### src/rtl/hsv2rgb_pipe.sv
// Four-stage HSV (h = hue/2) to RGB565 converter, one sample per clock, no backpressure.
// Define HSV2RGB_RGB888_EN to add the full-precision rgb888 output port and register.
module hsv2rgb_pipe (
  input  logic        clk,
  input  logic        rst,
  input  logic        in_valid,
  input  logic [7:0]  h,
  input  logic [7:0]  s,
  input  logic [7:0]  v,
  output logic        out_valid,
  output logic [15:0] rgb565
`ifdef HSV2RGB_RGB888_EN
  ,
  output logic [23:0] rgb888
`endif
);

  // x/255 via shift-and-add; exact for every multiple of 255.
  function automatic logic [7:0] div255(input logic [15:0] x);
    logic [16:0] sum;
    sum = 17'(x) + 17'(x >> 8) + 17'd1;
    return 8'(sum >> 8);
  endfunction

  logic       v1_q, v2_q, v3_q, out_valid_q;

  // Stage 1: hue wrap, sector and in-sector offset.
  logic [7:0] h_wrap, sec_base;
  logic [2:0] sec_d, sec1_q, sec2_q, sec3_q;
  logic [4:0] f_d, f1_q;
  logic [7:0] s1_q, v1d_q;

  always_comb begin
    h_wrap = (h >= 8'd180) ? h - 8'd180 : h;
    sec_d    = 3'd0;
    sec_base = 8'd0;
    if      (h_wrap >= 8'd150) begin sec_d = 3'd5; sec_base = 8'd150; end
    else if (h_wrap >= 8'd120) begin sec_d = 3'd4; sec_base = 8'd120; end
    else if (h_wrap >= 8'd90)  begin sec_d = 3'd3; sec_base = 8'd90;  end
    else if (h_wrap >= 8'd60)  begin sec_d = 3'd2; sec_base = 8'd60;  end
    else if (h_wrap >= 8'd30)  begin sec_d = 3'd1; sec_base = 8'd30;  end
    f_d = 5'(h_wrap - sec_base);
  end

  // Stage 2: kq ~= s*f/30; 273/8192 approximates 1/30 from below so kq never exceeds s.
  logic [21:0] kq_prod;
  logic [7:0]  kq_d, kq2_q, s2_q, v2d_q;

  always_comb begin
    kq_prod = 22'(s1_q) * 22'(f1_q) * 22'd273;
    kq_d    = 8'(kq_prod >> 13);
  end

  // Stage 3: unscaled p/q/t products.
  logic [7:0]  t_fac;
  logic [15:0] mp_d, mq_d, mt_d, mp3_q, mq3_q, mt3_q;
  logic [7:0]  v3d_q;

  always_comb begin
    t_fac = 8'd255 - s2_q + kq2_q;
    mp_d  = 16'(v2d_q) * 16'(8'd255 - s2_q);
    mq_d  = 16'(v2d_q) * 16'(8'd255 - kq2_q);
    mt_d  = 16'(v2d_q) * 16'(t_fac);
  end

  // Stage 4: normalise and route channels by sector.
  logic [7:0]  p_c, q_c, t_c, r_d, g_d, b_d;
  logic [15:0] rgb565_d, rgb565_q;

  always_comb begin
    p_c = div255(mp3_q);
    q_c = div255(mq3_q);
    t_c = div255(mt3_q);
    r_d = v3d_q; g_d = t_c; b_d = p_c;
    case (sec3_q)
      3'd1:    begin r_d = q_c;   g_d = v3d_q; b_d = p_c;   end
      3'd2:    begin r_d = p_c;   g_d = v3d_q; b_d = t_c;   end
      3'd3:    begin r_d = p_c;   g_d = q_c;   b_d = v3d_q; end
      3'd4:    begin r_d = t_c;   g_d = p_c;   b_d = v3d_q; end
      3'd5:    begin r_d = v3d_q; g_d = p_c;   b_d = q_c;   end
      default: begin r_d = v3d_q; g_d = t_c;   b_d = p_c;   end
    endcase
    rgb565_d = {5'(r_d >> 3), 6'(g_d >> 2), 5'(b_d >> 3)};
  end

  always_ff @(posedge clk or posedge rst) begin
    if (rst) begin
      v1_q        <= 1'b0;
      v2_q        <= 1'b0;
      v3_q        <= 1'b0;
      out_valid_q <= 1'b0;
    end else begin
      v1_q        <= in_valid;
      v2_q        <= v1_q;
      v3_q        <= v2_q;
      out_valid_q <= v3_q;
    end
  end

  // NOTE: datapath registers carry no reset; only valid bits and outputs must be clean after reset.
  always_ff @(posedge clk) begin
    sec1_q <= sec_d;   f1_q  <= f_d;   s1_q  <= s;     v1d_q <= v;
    sec2_q <= sec1_q;  kq2_q <= kq_d;  s2_q  <= s1_q;  v2d_q <= v1d_q;
    sec3_q <= sec2_q;  mp3_q <= mp_d;  mq3_q <= mq_d;  mt3_q <= mt_d;
    v3d_q  <= v2d_q;
  end

  always_ff @(posedge clk or posedge rst) begin
    if (rst)       rgb565_q <= '0;
    else if (v3_q) rgb565_q <= rgb565_d;
  end

`ifdef HSV2RGB_RGB888_EN
  logic [23:0] rgb888_q;

  always_ff @(posedge clk or posedge rst) begin
    if (rst)       rgb888_q <= '0;
    else if (v3_q) rgb888_q <= {r_d, g_d, b_d};
  end

  assign rgb888 = rgb888_q;
`endif

  assign out_valid = out_valid_q;
  assign rgb565    = rgb565_q;

endmodule

### config.mk
export PLATFORM = sky130hd
export DESIGN_NAME = hsv2rgb_pipe
export DESIGN_NICKNAME = d
export VERILOG_FILES = /design/src/rtl/hsv2rgb_pipe.sv
export SDC_FILE = /design/constraint.sdc
export NUM_CORES = 1
export LEC_CHECK = 0
export ABC_AREA = 1
export BUFFER_PORTS_ARGS = -buffer_cell sky130_fd_sc_hd__buf_4
export CELL_PAD_IN_SITES_DETAIL_PLACEMENT = 1
export CELL_PAD_IN_SITES_GLOBAL_PLACEMENT = 1
export CORE_MARGIN = 2
export CORE_UTILIZATION = 52
export CTS_CLUSTER_SIZE = 25
export DETAILED_ROUTE_END_ITERATION = 6
export PLACE_DENSITY_LB_ADDON = 0.1
export SKIP_LAST_GASP = 1
export SYNTH_ARGS = -nofsm -noshare
export SYNTH_HDL_FRONTEND = slang
export SYNTH_SLANG_ARGS = --single-unit
export TNS_END_PERCENT = 20
### constraint.sdc
create_clock -name clk -period 9.75 [get_ports clk]
set_input_delay 1.95 -clock clk [delete_from_list [all_inputs] [get_ports clk]]
set_output_delay 1.95 -clock clk [all_outputs]
set_load 0.01 [all_outputs]
Word-level counts from Yosys, hierarchy flattened --
Index checks and enable logic that the tools add are counted.
Storage, ports and cells: register bits 130, latch bits 0, memory bits (writable) 0, memory bits (read-only) 0, input port bits 27, output and inout port bits 17, logic and storage cells 65, memories 0
Cells by class: add/sub/neg operators 12, multiply operators 5, div/mod/pow operators 0, order comparisons 6, eq/ne operators 5, shift-type cells 0, multiplexer cells 13, bitwise operators 0, reductions and logical operators 5
Operators with widths (count):
- $pmux W8 S3 | 3
- $add A16 B1 Y16 const B | 3
- $add A16 B8 Y16 | 3
- $mul A9 B9 Y16 | 2
- $mux W5 | 5
- $mul A13 B9 Y21 const B | 1
- $sub A8 B8 Y9 const A | 2
- $ge A8 B7 Y1 const B | 2
- $ge A8 B8 Y1 const B | 2
- $mul A8 B8 Y16 | 1
- $mul A8 B5 Y13 | 1
- $reduce_or A2 Y1 | 5
- $add A8 B8 Y8 | 1
- $ge A8 B5 Y1 const B | 1
- $ge A8 B6 Y1 const B | 1
- $mux W8 | 1
- $sub A8 B8 Y8 const A | 1
- $sub A8 B8 Y8 const B | 1
- $eq A3 B2 Y1 const B | 2
- $eq A3 B3 Y1 const B | 2
- $sub A5 B5 Y5 | 1
- $mux W2 | 2
- $eq A3 B1 Y1 const B | 1
- $mux W1 | 2

Logic depth before layout (Yosys ltp) --
Gate-level depths: netlist of the first run.
depth after elaboration 9, mapped depth 29, depth with buffers taken out 28

Worst setup path after synthesis of the first run --
OpenSTA, ideal clock, no wires.
path kind register to register, start point register f1_q[3], end point register kq2_q[5], setup time 0.120 ns, arrival 5.533 ns, required time 9.630 ns, slack 4.097 ns, cell stages (with the launch flop) 27, path buffers 1, period minus slack after synthesis 5.653 ns, path through dfxtp_1 clkbuf_1 nand2_1 inv_1 fa_1 fa_1 inv_1 fa_1 inv_1 ha_1 a21oi_1 o21ai_0 a21oi_1 nor2_1 nor2_1 xor2_1 ha_1 ha_1 ha_1 ha_1 a21o_1 nor2_1 nand3_1 a21boi_0 o21ai_0 nand2_1 nand2_1
On the way: word-level cells in the longest chain between the ends 2
Ends and longest elaborated chain:
- start, declared | line 30 | logic [4:0] f_d, f1_q;
- start signal, assigned | line 102 | sec1_q <= sec_d; f1_q <= f_d; s1_q <= s; v1d_q <= v;
- $mul A8 B5 Y13 | line 50 | kq_prod = 22'(s1_q) * 22'(f1_q) * 22'd273;
- $mul A13 B9 Y21 | line 50
- via kq_prod[18] | line 46 | logic [21:0] kq_prod;
- end signal, assigned | line 103 | sec2_q <= sec1_q; kq2_q <= kq_d; s2_q <= s1_q; v2d_q <= v1d_q;
- end, declared | line 47 | logic [7:0] kq_d, kq2_q, s2_q, v2d_q;
The timed path passes the listed nets, and every way through them passes these cells. A chain may end at the register's enable or synchronous reset.

Worst setup path after layout of the first run --
start point register f1_q[2], end point register kq2_q[5]
The elaborated chain is that of the path after synthesis.

==> metrics.md, run 1 <==
| Metric | Value |
|---|---|
| Status | `finished clean` |
| Gr ovfl total | `0` |
| Row Count | `60` |
| #FFs+latches synth | `128` |
| Starting Density | `between 50% and 60%` |
| Max-cap check violation count | `0` |
| FILL cells | `about 3,400` |
| Post-synth top area share | `18.9%` |
| Die area | `about 28,000 sq um` |
| Data required, critical path | `10.08 ns` |
| Post-synth EDFFs | `0` |
| # setup viols final | `0` |
| Synthesized netlist cell count | `about 1,800` |
| H-tree levels | `4` |
| Setup TNS | `0 ns` |
| Worst-margin pin slew | `0.895 ns` |
| Skew final | `0.0143 ns` |
| Critical path startpoint category | `flop` |
| Clk sinks | `around 130` |
| DRT Pass-1 Iters | `6` |
| Detailed Route Iter0 Violations | `around 570` |
| Final Cycle Share | `64.2%` |
| Vias | `between 10,000 and 15,000` |
| Worst skew pair latency | `approximately 0.45 ns` |
| # nets final | `between 2,000 and 2,500` |
| Clock Tree Buf Depth | `2` |
| Crit path capture type | `flop` |
| Via/cell ratio | `5.39` |
| Post-DRT Antenna Nets | `0` |
| N_diodes | `0` |
| WS Path Type | `reg -> reg` |
| Post-DP HPWL | `around 32,000 um` |
| DP Worst Slack | `approximately 3.5 ns` |
| Register area share after synthesis | `19.1%` |
| Fmax | `160 MHz` |
| Syn. warnings | `0` |
| Initial antenna violation count | `0` |
| Final hold violations | `0` |
| Post-route insts no fill | `~2,200` |
| Netlist cell types | `41` |
| Synthesized area per cell | `roughly 7.6 sq um` |
| Tot GR Track Use | `roughly 29%` |
| Post-CTS sizing | `0` |
| Core footprint | `26,700 sq um` |
| Routability cong. | `between 0.8 and 0.9` |
| Post-CTS Setup Repair Bufs | `0` |
| Global-route wire length before repair | `between 60,000 and 70,000 um` |
| Port-buffer cells | `43` |
| Vias in the first global route | `approximately 13,000` |
| Routed len/inst | `roughly 18 um` |
| Largest net degree at the start of global routing | `22` |
| Area contributors post-synth | `fa_1 19%, ha_1 19%, dfxtp_1 15%, nand2_1 11%, inv_1 9.8%` |
| CP Data Arrival Time | `between 6 and 7 ns` |
| Worst-path fanout max | `8` |
| Area delta synth->final | `8.83%` |
| Clk pin slew, worst setup/hold paths | `~0.070 ns` |
| Syn nets | `2,206` |
| Share of cells above drive strength 1 | `6.22%` |
| Final Max Slew Viols | `0` |
| Detailed Route WL | `roughly 39,000 um` |
| Async SR Flop Fraction | `approximately 16%` |
| CTS tree | `done` |
| DRC | `0` |
| Root buffer cell | `clkbuf_16` |
| Ys flop type | `dfxtp_1` |
| Hold/Removal Path Class | `reg -> reg` |
| Die height | `about 170 um` |
| Yosys top cell by area | `fa_1` |
| RSZ-0062 raised after global routing | `false` |
| CTS Buf Count | `17` |
| Post-synthesis cell area | `14,000 sq um` |
| Max-slew headroom | `between 40% and 50%` |
| Final worst slack | `around 3.5 ns` |
| Chip width | `around 170 um` |
| Post-route minimum period | `6.26 ns` |
| Placed Cells incl. Taps | `about 2,200` |
| Hold_buf cts | `0` |
| Boundary Pins | `44` |
-- flip-flops by register name, summed over array words and instances, names as in the netlist, 3 cells and up --
signal,count
f1_q,5
kq2_q,8
mp3_q,16
mq3_q,16
mt3_q,16
rgb565,16
s1_q,8
s2_q,8
sec1_q,3
sec2_q,3
sec3_q,3
v1d_q,8
v2d_q,8
v3d_q,6
-- kinds of logic after synthesis --
logic type	count (synthesis)	share of synthesized area, %
and+or+nand+nor	760	23.0
buffers and inverters	401	10.8
adders and majority gates	342	37.7
AOI/OAI and AO/OA	152	6.08
DFF	128	19.1
xor gates and xnor gates	54	3.38
-- area by class of cell --
type / count / area, sq um / share of cell area, %
multi-input cells: 1308 / 9810 / 64.5
flip-flops and latches: 128 / 2660 / 17.5
inverters: 368 / 1380 / 9.08
well taps: 341 / 427 / 2.81
clock buffers: 17 / 425 / 2.80
repair buffers: 46 / 345 / 2.27
clock inverters: 15 / 161 / 1.06
-- critical path, stage by stage, from the launching register on --
cell and delay [ns]:
dfxtp_1 0.50, nand2_1 0.09, inv_1 0.08, fa_1 0.43, fa_1 0.55, inv_1 0.06, fa_1 0.53, inv_1 0.04
ha_1 0.34, a21oi_1 0.20, o21ai_0 0.15, a21oi_1 0.22, nor2_1 0.07, nor2_1 0.11, xor2_1 0.37, ha_1 0.31
ha_1 0.29, ha_1 0.30, ha_1 0.35, a21o_1 0.18, nor2_1 0.16, nand3_1 0.15, a21boi_0 0.37, o21ai_0 0.15
nand2_1 0.09, nand2_1 0.06
-- layer usage --
layer / track usage [%] / vias up / share of wire [%]
met5: 0 / - / 0
met4: 12.1 / 0 / 3.4
met3: 3.88 / 93 / 3.5
met2: 53.2 / 251 / 51
met1: 34.5 / 5882 / 42
li1: - / 5753 / -
-- per-stage QoR --
step	cell area, sq um	hold WS, ns	utilization, %
3_5_place_dp	14600	0.313	54.9
4_1_cts	15200	0.326	57.1
3_3_place_gp	14600	0.313	54.9
2_1_floorplan	14000	0.310	-
6_report	15200	0.328	57.1
5_1_grt	15200	0.334	57.1
-- synth_stat cells (2+ instances only) --
master    count
inv_1       363
xor2_1       30
o21bai_1      3
clkinv_1      2
o211ai_1      3
dfrtp_1      20
o31ai_1       3
nand2_1     401
nand2_2      10
inv_2         3
dfxtp_1     108
nand3_1     117
nor2_4        3
a21boi_0      3
nor2_1      175
nand3b_1      3
nand4_1      14
a21oi_1      84
o21ai_0      36
nor3_1       17
nand2_4       6
a21o_1        8
a21oi_2       3
or2_2         9
a211oi_1      2
clkbuf_1     31
fa_1        132
a31oi_1       3
xnor2_1      24
ha_1        210
-- worst paths after layout --
path / from / to / slack (ns) / depth (start not counted)
max: f1_q[2] / kq2_q[5] / 3.49 / 25
min: sec1_q[0] / sec2_q[0] / 0.33 / 0
max reg2reg: f1_q[2] / kq2_q[5] / 3.49 / 25
min reg2reg: sec1_q[0] / sec2_q[0] / 0.33 / 0
max in group asynchronous: rst / rgb565[0] / 7.65 / 2
min in group asynchronous: rst / rgb565[6] / 1.63 / 2
-- cell usage in the layout (no fill, tap or decap), drive strengths merged, types with 24 or more instances in the layout --
master,Yosys,routed
nand2,417,417
inv,366,376
ha,210,210
nor2,179,179
fa,132,132
nand3,119,119
dfxtp,108,108
a21oi,87,87
buf,2,46
o21ai,38,38
xor2,30,30
xnor2,24,24
Power of run 1 is not shown: default switching activity piles up to over one toggle a cycle in this logic, so the estimate is an artifact.
==> run 2, diff against run 1 <==
--- a/config.mk
+++ b/config.mk
@@ -5,12 +5,12 @@
 export SDC_FILE = /design/constraint.sdc
 export NUM_CORES = 1
 export LEC_CHECK = 0
-export ABC_AREA = 1
+export ABC_AREA = 0
 export BUFFER_PORTS_ARGS = -buffer_cell sky130_fd_sc_hd__buf_4
 export CELL_PAD_IN_SITES_DETAIL_PLACEMENT = 1
 export CELL_PAD_IN_SITES_GLOBAL_PLACEMENT = 1
 export CORE_MARGIN = 2
-export CORE_UTILIZATION = 52
+export CORE_UTILIZATION = 46
 export CTS_CLUSTER_SIZE = 25
 export DETAILED_ROUTE_END_ITERATION = 6
 export PLACE_DENSITY_LB_ADDON = 0.1
==> constraint.sdc (replaced) <==
create_clock -name clk -period 5.1 [get_ports clk]
set_input_delay 1.02 -clock clk [delete_from_list [all_inputs] [get_ports clk]]
set_output_delay 1.02 -clock clk [all_outputs]
set_load 0.01 [all_outputs]
==> run 2 against run 1 <==
Clock skew about the same. Register-to-register slack worse by 4.2 ns. Global-route usage down 4.7 points. Wire length down 9.8%. Largest cell class unchanged. Highest routed layer unchanged. Die area up 7.0%. First-iteration DRC count down 25%. Sequential share of layout area down 0.96 points. Synthesized area down 5.2%. Flip-flop and latch count unchanged. Core utilization down 0.38 points. The flow now finishes with violations (setup timing). Final cell count down 9.5%.
==> metrics.md, run 2 <==
| Metric | Value |
|---|---|
| Status | `finished with violations` |
| Failing checks | `setup timing` |
| Area delta synth->final | `22.1%` |
| Max-cap check violation count | `0 (unchanged)` |
| Final worst slack | `-0.749 ns (-4.24 ns)` |
| Critical path startpoint category | `flop` |
| Final hold violations | `0 (unchanged)` |
| Number of cells on the worst reg-to-reg path | `23 (-8.0%)` |
| Initial antenna violation count | `1 (+1)` |
| Final Max Slew Viols | `0 (unchanged)` |
| Top cells by count, synth | `229 x inv_1, 210 x ha_1, 132 x fa_1, 117 x nand2_1, 108 x dfxtp_1` |
| DRC | `0 (unchanged)` |
| Final Hold Slack | `0.332 ns (+0.00390 ns)` |
| Cell with the most instances after synthesis | `inv_1` |
| N_diodes | `0 (unchanged)` |
| Row Count | `62 (+3.3%)` |
| Most frequent cells in the layout | `222 x inv_1, 188 x ha_1, 188 x buf_4` |
| Post-DP HPWL | `29,000 um (-8.3%)` |
| Post-DRT Antenna Nets | `0 (unchanged)` |
| Routability cong. | `0.917 (+5.2%)` |
| Max-slew headroom | `36.2% (-4.1 points)` |
| Gr ovfl total | `0 (unchanged)` |
| Detailed Route Iter0 Violations | `426 (-25%)` |
| H-tree levels | `4 (unchanged)` |
| #FFs+latches synth | `128 (unchanged)` |
| R2R setup slack | `-0.75 ns (-4.24 ns)` |
| Share of cells above drive strength 1 | `20.0% (+14 points)` |
| Slowest CP cell | `or4b_4` |
| Clock Tree Buf Depth | `2 (unchanged)` |
| Post-route minimum period | `5.85 ns (-0.408 ns)` |
| CP bufs+invs | `3 (unchanged)` |
| Global-route wire length before repair | `58,400 um (-10%)` |
| Post-synthesis cell area | `13,300 sq um (-5.2%)` |
| Via/cell ratio | `5.21 (-3.2%)` |
| Register area share after synthesis | `20.1% (+1.0 points)` |
| Cell class contributing the biggest share of worst-path delay | `adder cells` |
| Post-synth top area share | `19.9% (+1.0 points)` |
| Async SR Flop Fraction | `15.6% (unchanged)` |
| CP Data Arrival Time | `6.18 ns (-0.41 ns)` |
| Core footprint | `28,500 sq um (+7.1%)` |
| Tot GR Track Use | `24.4% (-4.7 points)` |
| CTS Buf Count | `17 (unchanged)` |
| Routed len/inst | `17.6 um (-0.38%)` |
| Largest net degree at the start of global routing | `33 (+50%)` |
| Boundary Pins | `44 (unchanged)` |
| Area contributors post-synth | `fa_1 20%, ha_1 20%, dfxtp_1 16%, inv_1 6.5%, nor2b_1 4.5%` |
| Die height | `174 um (+3.5%)` |
| Post-synth EDFFs | `0 (unchanged)` |
| Worst-margin pin slew | `0.951 ns (+0.0557 ns)` |
| Fmax | `171 MHz (+7.0%)` |
| Chip width | `174 um (+3.5%)` |
| Port-buffer cells | `43 (unchanged)` |
| Starting Density | `46.4% (-6.0 points)` |
| Vias | `10,500 (-12%)` |
| Netlist cell types | `74 (+80%)` |
| Final Cycle Share | `115% (+51 points)` |
| Util after Layout | `56.7% (-0.38 points)` |
| Crit-path cells | `and2_4 -> fa_1 -> fa_1 -> inv_1 -> fa_1 -> inv_2 -> ha_4 -> o21a_1 -> o31a_1 -> or4b_4 -> a31oi_4 -> o21bai_4 -> xnor2_4 -> inv_2 -> ha_4 -> ha_1 -> ha_1 -> ha_1 -> o21ai_1 -> nand2b_1 -> o41a_1 -> maj3_2 -> xnor2_1` |
| Worst skew pair latency | `0.45 ns (about the same)` |
| # nets final | `1,984 (-11%)` |
| Hold/Removal Path Class | `reg -> reg` |
| RSZ-0062 raised after global routing | `true` |
| Vias in the first global route | `11,700 (-12%)` |
| Detailed Route WL | `35,400 um (-9.8%)` |
| Synthesized area per cell | `9.27 sq um (+22%)` |
| Clk pin slew, worst setup/hold paths | `0.07 ns (about the same)` |
| Skew final | `0.0143 ns (+0.0000225 ns)` |
| Ys flop type | `dfxtp_1` |
| Hold_buf cts | `0 (unchanged)` |
| Max stage delay on crit path | `0.57 ns (+0.02 ns)` |
| # setup viols final | `13 (+13)` |
| WS Path Type | `reg -> reg` |
| Data required, critical path | `5.43 ns (-4.65 ns)` |
| Die area | `30,200 sq um (+7.0%)` |
| Worst-path fanout max | `7 (-1)` |
| Syn. warnings | `0 (unchanged)` |
| Crit path capture type | `flop` |
| FILL cells | `3,309 (-3.2%)` |
| WHS Endpoint | `v2d_q[1]` |
| Root buffer cell | `clkbuf_16` |
| R2r startpoint | `f1_q[2]` |
| Yosys top cell by area | `fa_1` |
| Min-Delay Path Depth | `0 (unchanged)` |
| Syn nets | `1,798 (-18%)` |
| Synthesized netlist cell count | `1,429 (-22%)` |
| Clk sinks | `128 (unchanged)` |
| Most common cell after layout, fill and taps aside | `inv_1` |
| CTS tree | `done` |
| Hold_sp | `v1d_q[1]` |
| Setup TNS | `-5.02 ns (-5.02 ns)` |
| Worst r2r dst | `kq2_q[7]` |
| DRT Pass-1 Iters | `4 (-2)` |
[run 2: cells by family after synthesis]
group	Yosys count	synth area share, %
adder cells (fa/ha/maj)	343	39.8
AND/OR/NAND/NOR	413	16.3
AO/OA/AOI/OAI	211	10.9
multiplexers	3	0.330
XOR/XNOR	75	5.24
flip-flops	128	20.1
buffers and inverters	256	7.30
[run 2: per-stage QoR]
step,std cells,worst slack [ns],cell area [sq um]
after global routing,2012,-0.942,16200
after floorplan,1429,-0.575,13500
final,2012,-0.749,16200
after global placement,1969,-0.742,15200
after CTS,2008,-0.720,16000
after detailed placement,1969,-0.875,15200
[run 2: cell type report]
class | instances | area [sq um] | share of cell area (%)
inverters | 232 | 873 | 5.40
clock inverters | 15 | 163 | 1.01
well taps | 384 | 480 | 2.97
multi-input cells | 1045 | 10100 | 62.4
flip-flops and latches | 128 | 2680 | 16.5
clock buffers | 17 | 425 | 2.63
repair buffers | 191 | 1460 | 9.04
[run 2: worst max-delay path by stage]
stage,to,cells after the start,startpoint,slack (ns)
2_1_floorplan,kq2_q[7],21,f1_q[2],-0.57
3_3_place_gp,kq2_q[7],21,f1_q[2],-0.74
3_5_place_dp,kq2_q[7],21,f1_q[2],-0.87
4_1_cts,kq2_q[6],23,f1_q[2],-0.72
5_1_grt,kq2_q[6],23,f1_q[2],-0.94
6_report,kq2_q[7],23,f1_q[2],-0.75
[run 2: metal layers]
metal | vias to the layer above | global-route usage, % | wire length, um
met1 | 5231 | 28.0 | 14700
met2 | 162 | 46.6 | 18800
met4 | 0 | 7.91 | 991
li1 | 5040 | - | -
met3 | 58 | 3.05 | 828
met5 | - | 0 | 0
[run 2: timing repair]
| action | in CTS | in global routing |
|---|---|---|
| gates resized for setup | 40 | 21 |
| pin swaps | 33 | 14 |
| buffers inserted | 7 | 4 |
| endpoints found under the setup margin | 16 | 17 |
Power of run 2 is left out for the same reason.
==> run 3, diff against run 2 <==
--- a/config.mk
+++ b/config.mk
@@ -6,7 +6,7 @@
 export NUM_CORES = 1
 export LEC_CHECK = 0
 export ABC_AREA = 0
-export BUFFER_PORTS_ARGS = -buffer_cell sky130_fd_sc_hd__buf_4
+export BUFFER_PORTS_ARGS = -buffer_cell sky130_fd_sc_hd__buf_2
 export CELL_PAD_IN_SITES_DETAIL_PLACEMENT = 1
 export CELL_PAD_IN_SITES_GLOBAL_PLACEMENT = 1
 export CORE_MARGIN = 2
==> run 3 against run 2 <==
The run still ends with setup timing left. Die area is the same. Worst setup slack lost 0.059 ns. Wire length grew 1.8%. Maximum frequency shrank 1.0%. Via count grew 0.54%. Global-route usage grew 0.77 points. Final cell count grew 0.40%. First-iteration DRC count grew 2.1%. Count of clock-buffer cells in the layout grew 3. Final area shrank 0.50%. Core utilization shrank 0.28 points. Register-to-register slack lost 0.06 ns.
==> metrics.md, run 3 (synthesized netlist as in run 2, its figures left out) <==
| Metric | Value |
|---|---|
| Status | `finished with violations` |
| Failing checks | `setup timing` |
| CTS Buf Count | `17 (unchanged)` |
| Final Cycle Share | `116% (+1.2 points)` |
| Most frequent cells in the layout | `220 x inv_1, 191 x ha_1, 156 x buf_4` |
| Hold/Removal Path Class | `reg -> reg` |
| Critical path startpoint category | `flop` |
| Final hold violations | `0 (unchanged)` |
| CP Data Arrival Time | `6.23 ns (+0.05 ns)` |
| Worst-margin pin slew | `1.02 ns (+0.0681 ns)` |
| Starting Density | `46.4% (unchanged)` |
| Worst setup path end | `kq2_q[6]` |
| Initial antenna violation count | `0 (-1)` |
| Crit path capture type | `flop` |
| Largest net degree at the start of global routing | `33 (unchanged)` |
| N_diodes | `0 (unchanged)` |
| Placed Cells incl. Taps | `1,974 (+0.25%)` |
| DRC | `0 (unchanged)` |
| Area delta synth->final | `21.5%` |
| Fmax | `169 MHz (-1.0%)` |
| Final Hold Slack | `0.328 ns (-0.00457 ns)` |
| Chip width | `174 um (unchanged)` |
| Global-route wire length before repair | `60,100 um (+2.8%)` |
| Post-DRT Antenna Nets | `0 (unchanged)` |
| Clock Tree Buf Depth | `2 (unchanged)` |
| Worst skew pair latency | `0.45 ns (about the same)` |
| # nets final | `1,992 (+0.40%)` |
| Boundary Pins | `44 (unchanged)` |
| Die area | `30,200 sq um (unchanged)` |
| Post-route insts no fill | `2,020 (+0.40%)` |
| # setup viols final | `15 (+2)` |
| Crit path from | `f1_q[4]` |
| DRT Pass-1 Iters | `4 (unchanged)` |
| Routability cong. | `0.900 (-1.9%)` |
| Post-route minimum period | `5.91 ns (+0.0595 ns)` |
| Via/cell ratio | `5.22 (+0.15%)` |
| Vias in the first global route | `12,000 (+2.0%)` |
| Routed len/inst | `17.8 um (+1.4%)` |
| Clk sinks | `128 (unchanged)` |
| RSZ-0062 raised after global routing | `true` |
| Final Max Slew Viols | `0 (unchanged)` |
| Data required, critical path | `5.42 ns (about the same)` |
| R2r startpoint | `f1_q[4]` |
| Die height | `174 um (unchanged)` |
| Detailed Route Iter0 Violations | `435 (+2.1%)` |
| R2R setup slack | `-0.81 ns (-0.06 ns)` |
| Worst r2r dst | `kq2_q[6]` |
| Tot GR Track Use | `25.2% (+0.77 points)` |
| Max-slew headroom | `31.6% (-4.6 points)` |
| Number of cells on the worst reg-to-reg path | `22 (-4.3%)` |
| Worst-path fanout max | `5 (-2)` |
| Skew final | `0.0131 ns (-0.00122 ns)` |
| H-tree levels | `4 (unchanged)` |
| Max-cap check violation count | `0 (unchanged)` |
| Row Count | `62 (unchanged)` |
| Detailed Route WL | `36,000 um (+1.8%)` |
| Setup TNS | `-5.71 ns (-0.697 ns)` |
| Gr ovfl total | `0 (unchanged)` |
| Core footprint | `28,500 sq um (unchanged)` |
| Root buffer cell | `clkbuf_16` |
| Post-DP HPWL | `29,000 um (about the same)` |
| Most common cell after layout, fill and taps aside | `inv_1` |
| Port-buffer cells | `43 (unchanged)` |
| CTS tree | `done` |
| Share of cells above drive strength 1 | `20.4% (+0.39 points)` |
| Final worst slack | `-0.808 ns (-0.0595 ns)` |
| Vias | `10,500 (+0.54%)` |
| Hold_buf cts | `0 (unchanged)` |
| Clk pin slew, worst setup/hold paths | `0.06 ns (about the same)` |
| WS Path Type | `reg -> reg` |
-- run 3: changes by cell type in the layout (fill, tap and decap cells not counted), sizes merged --
cell / before / now
clkbuf: 17 / 20
clkinv: 4 / 3
clkinvlp: 1 / 2
inv: 242 / 237
buf: 191 / 199
bufinv: 0 / 2
-- run 3: area by class of cell --
| cell class | count | area (sq um) |
|---|---|---|
| Tap cell | 384 | 480 |
| Clock inverter | 12 | 145 |
| Fill cell | 3327 | 12400 |
| Clock buffer | 20 | 457 |
| Multi-Input combinational cell | 1045 | 10100 |
| Sequential cell | 128 | 2680 |
| Timing Repair Buffer | 199 | 1390 |
| Inverter | 232 | 873 |
-- run 3: metal layers --
metal | vias to the layer above | part of all wire [%] | global-route usage (%)
li1 | 5064 | - | -
met1 | 5248 | 42 | 29.6
met2 | 168 | 52 | 46.9
met3 | 68 | 2.9 | 3.25
met4 | 0 | 3.0 | 8.72
met5 | - | 0 | 0
-- run 3: worst min-delay path by stage --
stage / startpoint / cells past startpoint / slack [ns] / end
finish: sec1_q[1] / 0 / 0.33 / sec2_q[1]
global placement: v1d_q[3] / 0 / 0.31 / v2d_q[3]
detailed placement: v1d_q[7] / 0 / 0.32 / v2d_q[7]
floorplan: sec1_q[0] / 0 / 0.31 / sec2_q[0]
CTS: sec1_q[0] / 0 / 0.33 / sec2_q[0]
global route: sec1_q[1] / 0 / 0.33 / sec2_q[1]
-- run 3: critical path, cell delays in order (launching register included) --
cell and delay, ns:
dfxtp_4 0.37, nand2_4 0.05, fa_1 0.56, fa_1 0.43
fa_1 0.51, inv_2 0.05, ha_4 0.21, nor2b_4 0.12
o31a_1 0.32, or4b_4 0.59, nand2_4 0.11, xnor2_4 0.14
fa_1 0.47, ha_1 0.31, ha_1 0.31, o2111ai_2 0.07
a21oi_2 0.06, o21ai_2 0.18, a21oi_2 0.09, o41a_1 0.35
buf_4 0.17, xnor2_4 0.14, xnor2_2 0.15
-- run 3: what timing repair did --
action	CTS	global route
gates resized for setup	53	10
buffers inserted	11	3
gates cloned	0	0
setup endpoints to repair	16	19
pin swaps	56	13
-- run 3: metrics by stage --
stage	area, sq um	setup WS, ns	utilization [%]
3_3_place_gp	15100	-0.743	53.0
2_1_floorplan	13500	-0.575	-
3_5_place_dp	15100	-0.900	53.0
6_report	16100	-0.808	56.4
5_1_grt	16100	-0.962	56.4
4_1_cts	16000	-0.792	56.1
Power of run 3 is left out for the same reason.
